===== config.mk =====
export PLATFORM = sky130hd
export DESIGN_NAME = blake2b_msg_packer
export DESIGN_NICKNAME = d
export VERILOG_FILES = /design/src/rtl/blake2_pkg.sv /design/src/rtl/blake2b_msg_packer.sv
export SDC_FILE = /design/constraint.sdc
export NUM_CORES = 2
export LEC_CHECK = 0
export BUFFER_PORTS_ARGS = -buffer_cell sky130_fd_sc_hd__buf_2
export CORE_AREA = 4 4 482 484
export CTS_CLUSTER_DIAMETER = 80
export DETAILED_ROUTE_END_ITERATION = 12
export DIE_AREA = 0 0 486 488
export PLACE_DENSITY_LB_ADDON = 0.1
export RECOVER_POWER = 100
export SYNTH_ARGS = -nofsm -noshare
export SYNTH_HDL_FRONTEND = slang
export SYNTH_SLANG_ARGS = --single-unit

===== constraint.sdc =====
create_clock -name i_clk -period 6.4 [get_ports i_clk]
set_clock_uncertainty 0.2 [all_clocks]
set_input_delay 0.64 -clock i_clk [delete_from_list [all_inputs] [get_ports i_clk]]
set_output_delay 0.64 -clock i_clk [all_outputs]
set_load 0.1 [all_outputs]

===== src/rtl/blake2_pkg.sv =====
// Shared constants, block type and byte-enable helpers for the BLAKE2b message path.
package blake2_pkg;

  localparam int BLOCK_BYTES     = 128;
  localparam int WORD_BYTES      = 8;
  localparam int WORDS_PER_BLOCK = 16;

  typedef logic [WORDS_PER_BLOCK-1:0][63:0] blk_t;

  // Contiguous-from-bit-0 masks are exactly those of the form 2^n-1, including 0 and all-ones.
  function automatic logic keep_ok(input logic [WORD_BYTES-1:0] keep);
    logic [WORD_BYTES-1:0] keep_inc;
    keep_inc = keep + 8'd1;
    return ((keep & keep_inc) == '0);
  endfunction

  function automatic logic [3:0] keep_cnt(input logic [WORD_BYTES-1:0] keep);
    logic [3:0] n;
    n = 4'd0;
    for (int k = 0; k < WORD_BYTES; k++) begin
      n = n + {3'd0, keep[k]};
    end
    return n;
  endfunction

endpackage


===== src/rtl/blake2b_msg_packer.sv =====
// Packs a 64-bit byte stream into 128-byte BLAKE2b message blocks tagged with t and final.
module blake2b_msg_packer
  import blake2_pkg::*;
#(
  parameter int CTR_BITS = 128
) (
  input  logic                i_clk,
  input  logic                i_rst,
  input  logic [63:0]         i_dat,
  input  logic [7:0]          i_keep,
  input  logic                i_val,
  input  logic                i_last,
  output logic                o_rdy,
  output logic [1023:0]       o_blk,
  output logic [CTR_BITS-1:0] o_t,
  output logic                o_final,
  output logic                o_val,
  input  logic                i_rdy,
  output logic                o_err
);

  localparam logic [1:0] ST_FILL = 2'd0;
  localparam logic [1:0] ST_HOLD = 2'd1;
  localparam logic [1:0] ST_EMIT = 2'd2;

  logic [1:0]          state_q, state_d;
  logic [3:0]          idx_q, idx_d;
  logic [CTR_BITS-1:0] cnt_q, cnt_d;
  blk_t                buf_q, buf_d;
  logic                final_q, final_d;
  logic                err_q, err_d;

  logic [63:0]         masked;
  logic                word_err;
  logic                hold_take;
  logic [CTR_BITS-1:0] add_bytes;

  always_comb begin
    masked = '0;
    for (int k = 0; k < WORD_BYTES; k++) begin
      masked[8*k +: 8] = i_keep[k] ? i_dat[8*k +: 8] : 8'h00;
    end
  end

  assign word_err  = !keep_ok(i_keep) || (!i_last && (i_keep != 8'hFF));
  assign add_bytes = {{(CTR_BITS-4){1'b0}}, keep_cnt(i_keep)};

  // A full block only learns it is final if the very next word is an empty last word.
  assign hold_take = (state_q == ST_HOLD) && i_val && i_last && (i_keep == 8'h00);

  always_comb begin
    state_d = state_q;
    idx_d   = idx_q;
    cnt_d   = cnt_q;
    buf_d   = buf_q;
    final_d = final_q;
    err_d   = 1'b0;
    case (state_q)
      ST_FILL: begin
        if (i_val) begin
          if (word_err) begin
            err_d = 1'b1;
          end else begin
            buf_d[idx_q] = masked;
            cnt_d        = cnt_q + add_bytes;
            if (i_last) begin
              state_d = ST_EMIT;
              final_d = 1'b1;
            end else if (idx_q == 4'd15) begin
              state_d = ST_HOLD;
            end else begin
              idx_d = idx_q + 4'd1;
            end
          end
        end
      end
      ST_HOLD: begin
        if (i_val) begin
          state_d = ST_EMIT;
          final_d = hold_take;
        end
      end
      ST_EMIT: begin
        if (i_rdy) begin
          buf_d   = '0;
          idx_d   = 4'd0;
          final_d = 1'b0;
          state_d = ST_FILL;
          if (final_q) begin
            cnt_d = '0;
          end
        end
      end
      default: begin
        state_d = ST_FILL;
      end
    endcase
  end

  always_ff @(posedge i_clk) begin
    if (i_rst) begin
      state_q <= ST_FILL;
      idx_q   <= 4'd0;
      cnt_q   <= '0;
      buf_q   <= '0;
      final_q <= 1'b0;
      err_q   <= 1'b0;
    end else begin
      state_q <= state_d;
      idx_q   <= idx_d;
      cnt_q   <= cnt_d;
      buf_q   <= buf_d;
      final_q <= final_d;
      err_q   <= err_d;
    end
  end

  assign o_rdy   = (state_q == ST_FILL) || hold_take;
  assign o_val   = (state_q == ST_EMIT);
  assign o_blk   = buf_q;
  assign o_t     = cnt_q;
  assign o_final = final_q;
  assign o_err   = err_q;

endmodule


---- Word-level counts from Yosys, hierarchy flattened ----
Index checks and enable logic that the tools add are counted.
word-level totals
  flip-flop bits (word level) ............. 1160
  input port bits ......................... 77
  output and inout port bits .............. 1156
  word-level logic and storage cells ...... 109
cells by class
  $add $sub $neg .......................... 10
  magnitude comparators ................... 2
  equal/unequal tests ..................... 13
  mux-type cells .......................... 40
  bitwise gates (word level) .............. 3
  reduce and logical (&&, ||, !) cells .... 20
operators by type and width
  cell                                                        count
  2-to-1 mux 1024 bit                                         3
  case mux 1024 bit (2 select lines)                          1
  bitwise mux 1024 bit                                        1
  2-to-1 mux 128 bit                                          4
  demux 64 bit (select 4 bit)                                 1
  case mux 128 bit (2 select lines)                           1
  adder 128 x 4 -> 128 bit                                    1
  2-to-1 mux 64 bit                                           1
  2-to-1 mux 8 bit                                            8
  2-to-1 mux 4 bit                                            5
  adder 4 x 1 -> 4 bit                                        4
  logical NOT 8 bit                                           2
  2-to-1 mux 2 bit                                            6
  != test 2 bit, second input constant                        6
  AND reduction 6 bit                                         2
  AND reduction 5 bit                                         2
  adder 8 x 1 -> 8 bit, second input constant                 1
  AND 8 bit                                                   1
  != test 8 bit, second input constant                        1
  case mux 4 bit (2 select lines)                             1
  2-to-1 mux 1 bit                                            6
  case mux 2 bit (3 select lines)                             1
  logical AND 1 bit                                           5
  less-than comparator 4 x 5 -> 1 bit, second input constant  1
  19 further kinds                                            23

---- Longest topological paths before layout ----
  depth in word-level cells ............... 11
  depth in mapped cells ................... 14
  gate-level depth less buffers ........... 13

---- Worst setup path before layout ----
No wires, ideal clock.
  path type ............................... input port to flip-flop
  from .................................... input i_keep[0]
  to ...................................... register cnt_q[122], in the netlist o_t[122]
  setup time .............................. 0.070 ns
  data arrival time ....................... 4.313 ns
  required time ........................... 6.130 ns
  setup slack ............................. 1.818 ns
  stages on the path ...................... 14
  buffers on the path ..................... 1
  cells stage by stage .................... fa_1 inv_1 fa_1 fa_1 fa_1 inv_1 fa_1 a21o_1 a21oi_1 nor4bb_1 o2111ai_1 clkbuf_1 or3_1 a21oi_1
on the way
  word-level cells in the longest chain between the ends .. 11
  elaborated cells between the ends (all ways) .. 20
  classes of those cells .................. add/sub: 9; eq/ne: 2; mux: 3; bitwise: 1; reduce/logical: 5
ends and longest elaborated chain
  item                                line                       text
  start, declared                     blake2b_msg_packer.sv:10   input logic [7:0] i_keep,
  adder 1 x 1 -> 2 bit                blake2_pkg.sv:21           n = n + {3'd0, keep[k]};
  adder 2 x 1 -> 3 bit                blake2_pkg.sv:21
  adder 3 x 1 -> 4 bit                blake2_pkg.sv:21
  adder 4 x 1 -> 4 bit (4 in series)  blake2_pkg.sv:21
  adder 128 x 4 -> 128 bit            blake2b_msg_packer.sv:65   cnt_d = cnt_q + add_bytes;
  2-to-1 mux 128 bit                  blake2b_msg_packer.sv:61   if (word_err) begin
  2-to-1 mux 128 bit                  blake2b_msg_packer.sv:60   if (i_val) begin
  case mux 128 bit (2 select lines)   blake2b_msg_packer.sv:58   case (state_q)
  end signal, assigned                blake2b_msg_packer.sv:111  cnt_q <= cnt_d;
  end, declared                       blake2b_msg_packer.sv:28   logic [CTR_BITS-1:0] cnt_q, cnt_d;
Several ways; a longest one is shown, not always the timed one. The select of a mux whose other input is x is not followed.
A chain may end at the register's enable or synchronous reset.

---- Final worst setup path ----
  from .................................... input i_keep[0]
  to ...................................... register buf_q (netlist bit o_blk[424])
on the way
  word-level cells in the longest chain between the ends .. 7
  elaborated cells between the ends (all ways) .. 9
  classes of those cells .................. add/sub: 1; eq/ne: 2; bitwise: 1; reduce/logical: 5
ends and longest elaborated chain
  item                             line                       text
  adder 8 x 1 -> 8 bit             blake2_pkg.sv:13           keep_inc = keep + 8'd1;
  AND 8 bit                        blake2_pkg.sv:14           return ((keep & keep_inc) == '0);
  logical NOT 8 bit                blake2_pkg.sv:14
  logical NOT 1 bit                blake2b_msg_packer.sv:45   assign word_err = !keep_ok(i_keep) || (!i_last && (i_keep != 8'hFF));
  logical OR 1 bit *               blake2b_msg_packer.sv:45
  != test 2 bit (no line) *        --
  AND reduction 4 bit (no line) *  --
  end signal, assigned             blake2b_msg_packer.sv:112  buf_q <= buf_d;
  end, declared                    blake2b_msg_packer.sv:29   blk_t buf_q, buf_d;
Every way passes the cells marked *; elsewhere a longest branch is shown, timed or not.

==> results.yml <==
synthesis:
  synth_compound_area_share_pct: 23.86
  ys_warn_count: 0
  ys_types: 70
  synthAdderAreaFrac_pct: 0.7665
  synth_area_per_cell_sq_um: 10.21
  synth-main-ff-cell: "dfxtp_1"
  synth_top_family_by_area: "compound AO/OA/AOI/OAI gates"
  mappedNetlistNets: 3935
  synth_edf_count: 0
  synth-xor-area-share_pct: 1.006
  ys_seq_area_share_pct: 59.28
  netlist_area_sq_um: 39180
  yosys-mux-area-fraction_pct: 0.07984
  synth-simple-area-share_pct: 11.33
  synth-seq-cells: 1160
  syn_inst: 3837
  async_flop_share_pct: 0
setup_path:
  cp-start-kind: "primary input"
  critical_path_required_ns: 6.83
  crit_slowest_cell: "a2111oi_0"
  worstPathCellList: "clkbuf_1, buf_4, inv_1, ha_1, a2111oi_0, a31oi_1, o31a_1, clkbuf_2, o2bb2ai_1"
  crit_family: "compound AO/OA/AOI/OAI gates"
  path_class: "primary input to flip-flop"
  worstSetupEndpointType: "flip-flop"
  path_buf_inv: 4
  critPathArrivalTime_ns: 5.78
  crit_fanout: 30
  cpPeakStageDelay_ns: 1.28
global_route:
  antenna_found_initial: 45
  grt_pass1_vias: 35610
  grt_max_degree: 122
  gr-usage-all-layers_pct: 20.90
  grt_first_pass_wirelength_mm: 341.5
  grt-ovfl-total: 0
cts:
  clkTransAtPathRegs_ns: 0.06
  h-tree-depth: 4
  cts_sinks: 1160
  postCtsSetupBuffers: 0
  cts_resized: 0
  root_buffer: "clkbuf_16"
  cts_max_path_buffers: 3
  cts_tree: "built"
  clock_latency_ns: 0.78
  cts_made_buffers: 152
route:
  drc: 0
  routed_wl_mm: 259.5
  dr_total_vias: 36430
  wl_per_cell_um: 31.91
  antenna_left: 0
  drtPass1Iterations: 5
  vias_per_cell: 4.480
  drt-initial-drc-count: 2307
sta:
  slew_viol_final: 310
  finalHoldViolCount: 0
  finalSetupViolations: 0
  timing.final.crit_share_pct: 83.58
  rsz0062_at_grt: "no"
  min_period_ns: 5.349
  fmax_ghz: 0.1870
  worstMarginPinSlew_ns: 2.081
  slew_headroom_pct: -38.75
  finalSetupTns_ns: 0
floorplan:
  core-area_sq_um: 227300
  io_pins: 1233
  start_util_pct: 17.24
  rows: 175
  fp.dieH_um: 488
  die_x_um: 486
  die_area_sq_um: 237200
layout:
  nets: 5084
  multiInputGateArea_sq_um: 14670
  synthToLayoutAreaGrowth_pct: 33.89
  regArea_sq_um: 23220
  fillers: 25130
  drive_gt1_share_pct: 8.943
  fin_area_sq_um: 52450
outcome:
  status: "finished, violations left"
  violations: "max-capacitance violations, max-slew violations"
placement:
  io_buffers: 1232
  hpwl_mm: 184.9
  gp_congestion: 0.8551
  post_dp_cell_area_sq_um: 48870
power:
  peakVddDrop_uv: 193.5
  power_density_nw_per_um2: 316.7
  p_leak_nw: 16.76
hold_path:
  hold_class: "primary input to flip-flop"
flow_run:
  drv_cap: 34
## sequential cells by signal, summed over array words and instances (netlist names)
signal	count
idx_q	4
o_blk	1024
o_err	1
o_final	1
o_t	128
state_q	2
## worst reg2reg max path: stages, from the launching register on
cell and delay, ns:
dfxtp_1 0.33, inv_1 0.09, ha_1 0.32, inv_1 0.16, a31oi_1 1.07, o31a_1 1.46, buf_4 0.80, o2bb2ai_1 0.28
## logic make-up after synthesis
group,count (synthesis)
XOR/XNOR,45
AND/OR/NAND/NOR,941
AO/OA/AOI/OAI,1293
flip-flops,1160
buffers and inverters,374
multiplexers,3
adder cells (fa/ha/maj),21
## final cells by class
class,count,share of cell area [%]
multi-input combinational,2303,27.97
tap,3009,7.178
timing repair buffer,1333,10.54
clock inverter,47,1.259
clock buffer,220,8.413
antenna,23,0.1097
inverter,36,0.2576
sequential,1160,44.27
## path summary, 6_finish.rpt
path                           start                      end  slack (ns)  depth (start not counted)
min                         i_dat[9]  o_blk[457]$_SDFFE_PP0P_        0.06                          3
max reg2reg  state_q[1]$_SDFFE_PP0P_  o_blk[257]$_SDFFE_PP0P_        1.59                          7
min reg2reg  o_blk[449]$_SDFFE_PP0P_  o_blk[449]$_SDFFE_PP0P_        0.25                          2
max                        i_keep[0]  o_blk[424]$_SDFFE_PP0P_        1.05                          9
## per-stage QoR
step	worst slack (ns)	utilization (%)	instances	hold WS, ns	total power, mW
final	1.051	23.08	8131	0.06357	16.61
after global routing	0.6969	23.06	8115	0.06399	17.16
after CTS	1.706	23.74	8108	0.02619	16.90
after detailed placement	0.8576	21.50	7839	0.2364	8.084
after global placement	0.8683	21.50	7839	0.2276	8.088
after floorplan	1.818	-	3837	0.2923	7.683
## placed cells by master (no fill, tap or decap), drive strengths merged, types with 3 or more instances in the layout
cell type  count
o31ai         37
nor2          87
dfxtp       1160
nand3b         3
a21o           3
bufinv         7
xor2           9
o2bb2ai      640
a31o           4
fa             5
nand3         78
o2111ai        8
or3           42
nand2        518
a211oi        20
or2            5
inv           48
and2           5
clkbuf      1389
o21ai        427
a21oi         98
ha            16
buf          162
clkinv        26
and4b          3
a2111oi       17
diode         23
o31a          15
and4           7
a31oi          5
nor4          24
a22oi          4
nand4         59
xnor2         36
or4           41
nor2b         11
nor3          25
nand2b         3
and3          23
## metal layers
metal	vias to the layer above	part of all wire, %	wire [um]	track usage (%)
li1	16410	-	-	-
met1	18180	41	107300	25.72
met2	1502	46	120400	34.33
met3	337	8.5	22060	6.864
met4	0	3.8	9744	6.907
met5	-	0	0	0
## cells in the mapped netlist, types with 7 or more instances
cell type	n	share of area, %
dfxtp_1	1160	59
o2bb2ai_1	640	14
nand2_1	518	5.0
o21ai_0	422	5.4
clkbuf_1	265	2.5
a21oi_1	95	1.2
nor2_1	87	0.83
nand3_1	74	0.95
nand4_1	56	0.89
buf_1	48	0.46
or3_1	42	0.67
o31ai_1	37	0.71
or4_1	37	0.71
xnor2_1	36	0.80
inv_1	35	0.34
nor3_1	23	0.29
buf_2	22	0.28
nor4_1	22	0.35
and3_1	21	0.34
a211oi_1	20	0.38
ha_1	16	0.51
o31a_1	15	0.34
a2111oi_0	12	0.27
nor2b_1	11	0.18
xor2_1	9	0.20
o2111ai_1	8	0.18
and4_1	7	0.16
## power by group
group / switching (mW) / internal (mW) / total (mW)
clock: 3.60 / 5.12 / 8.72
sequential: 0.00416 / 7.23 / 7.23
combinational: 0.571 / 0.0899 / 0.661
## repair_timing
| item | CTS | global route |
|---|---|---|
| hold endpoints to repair | 2 | 0 |
| hold buffers | 2 | 0 |
| endpoints found under the setup margin | 0 | 0 |
No activity file was read; power rests on OpenSTA's default activity.
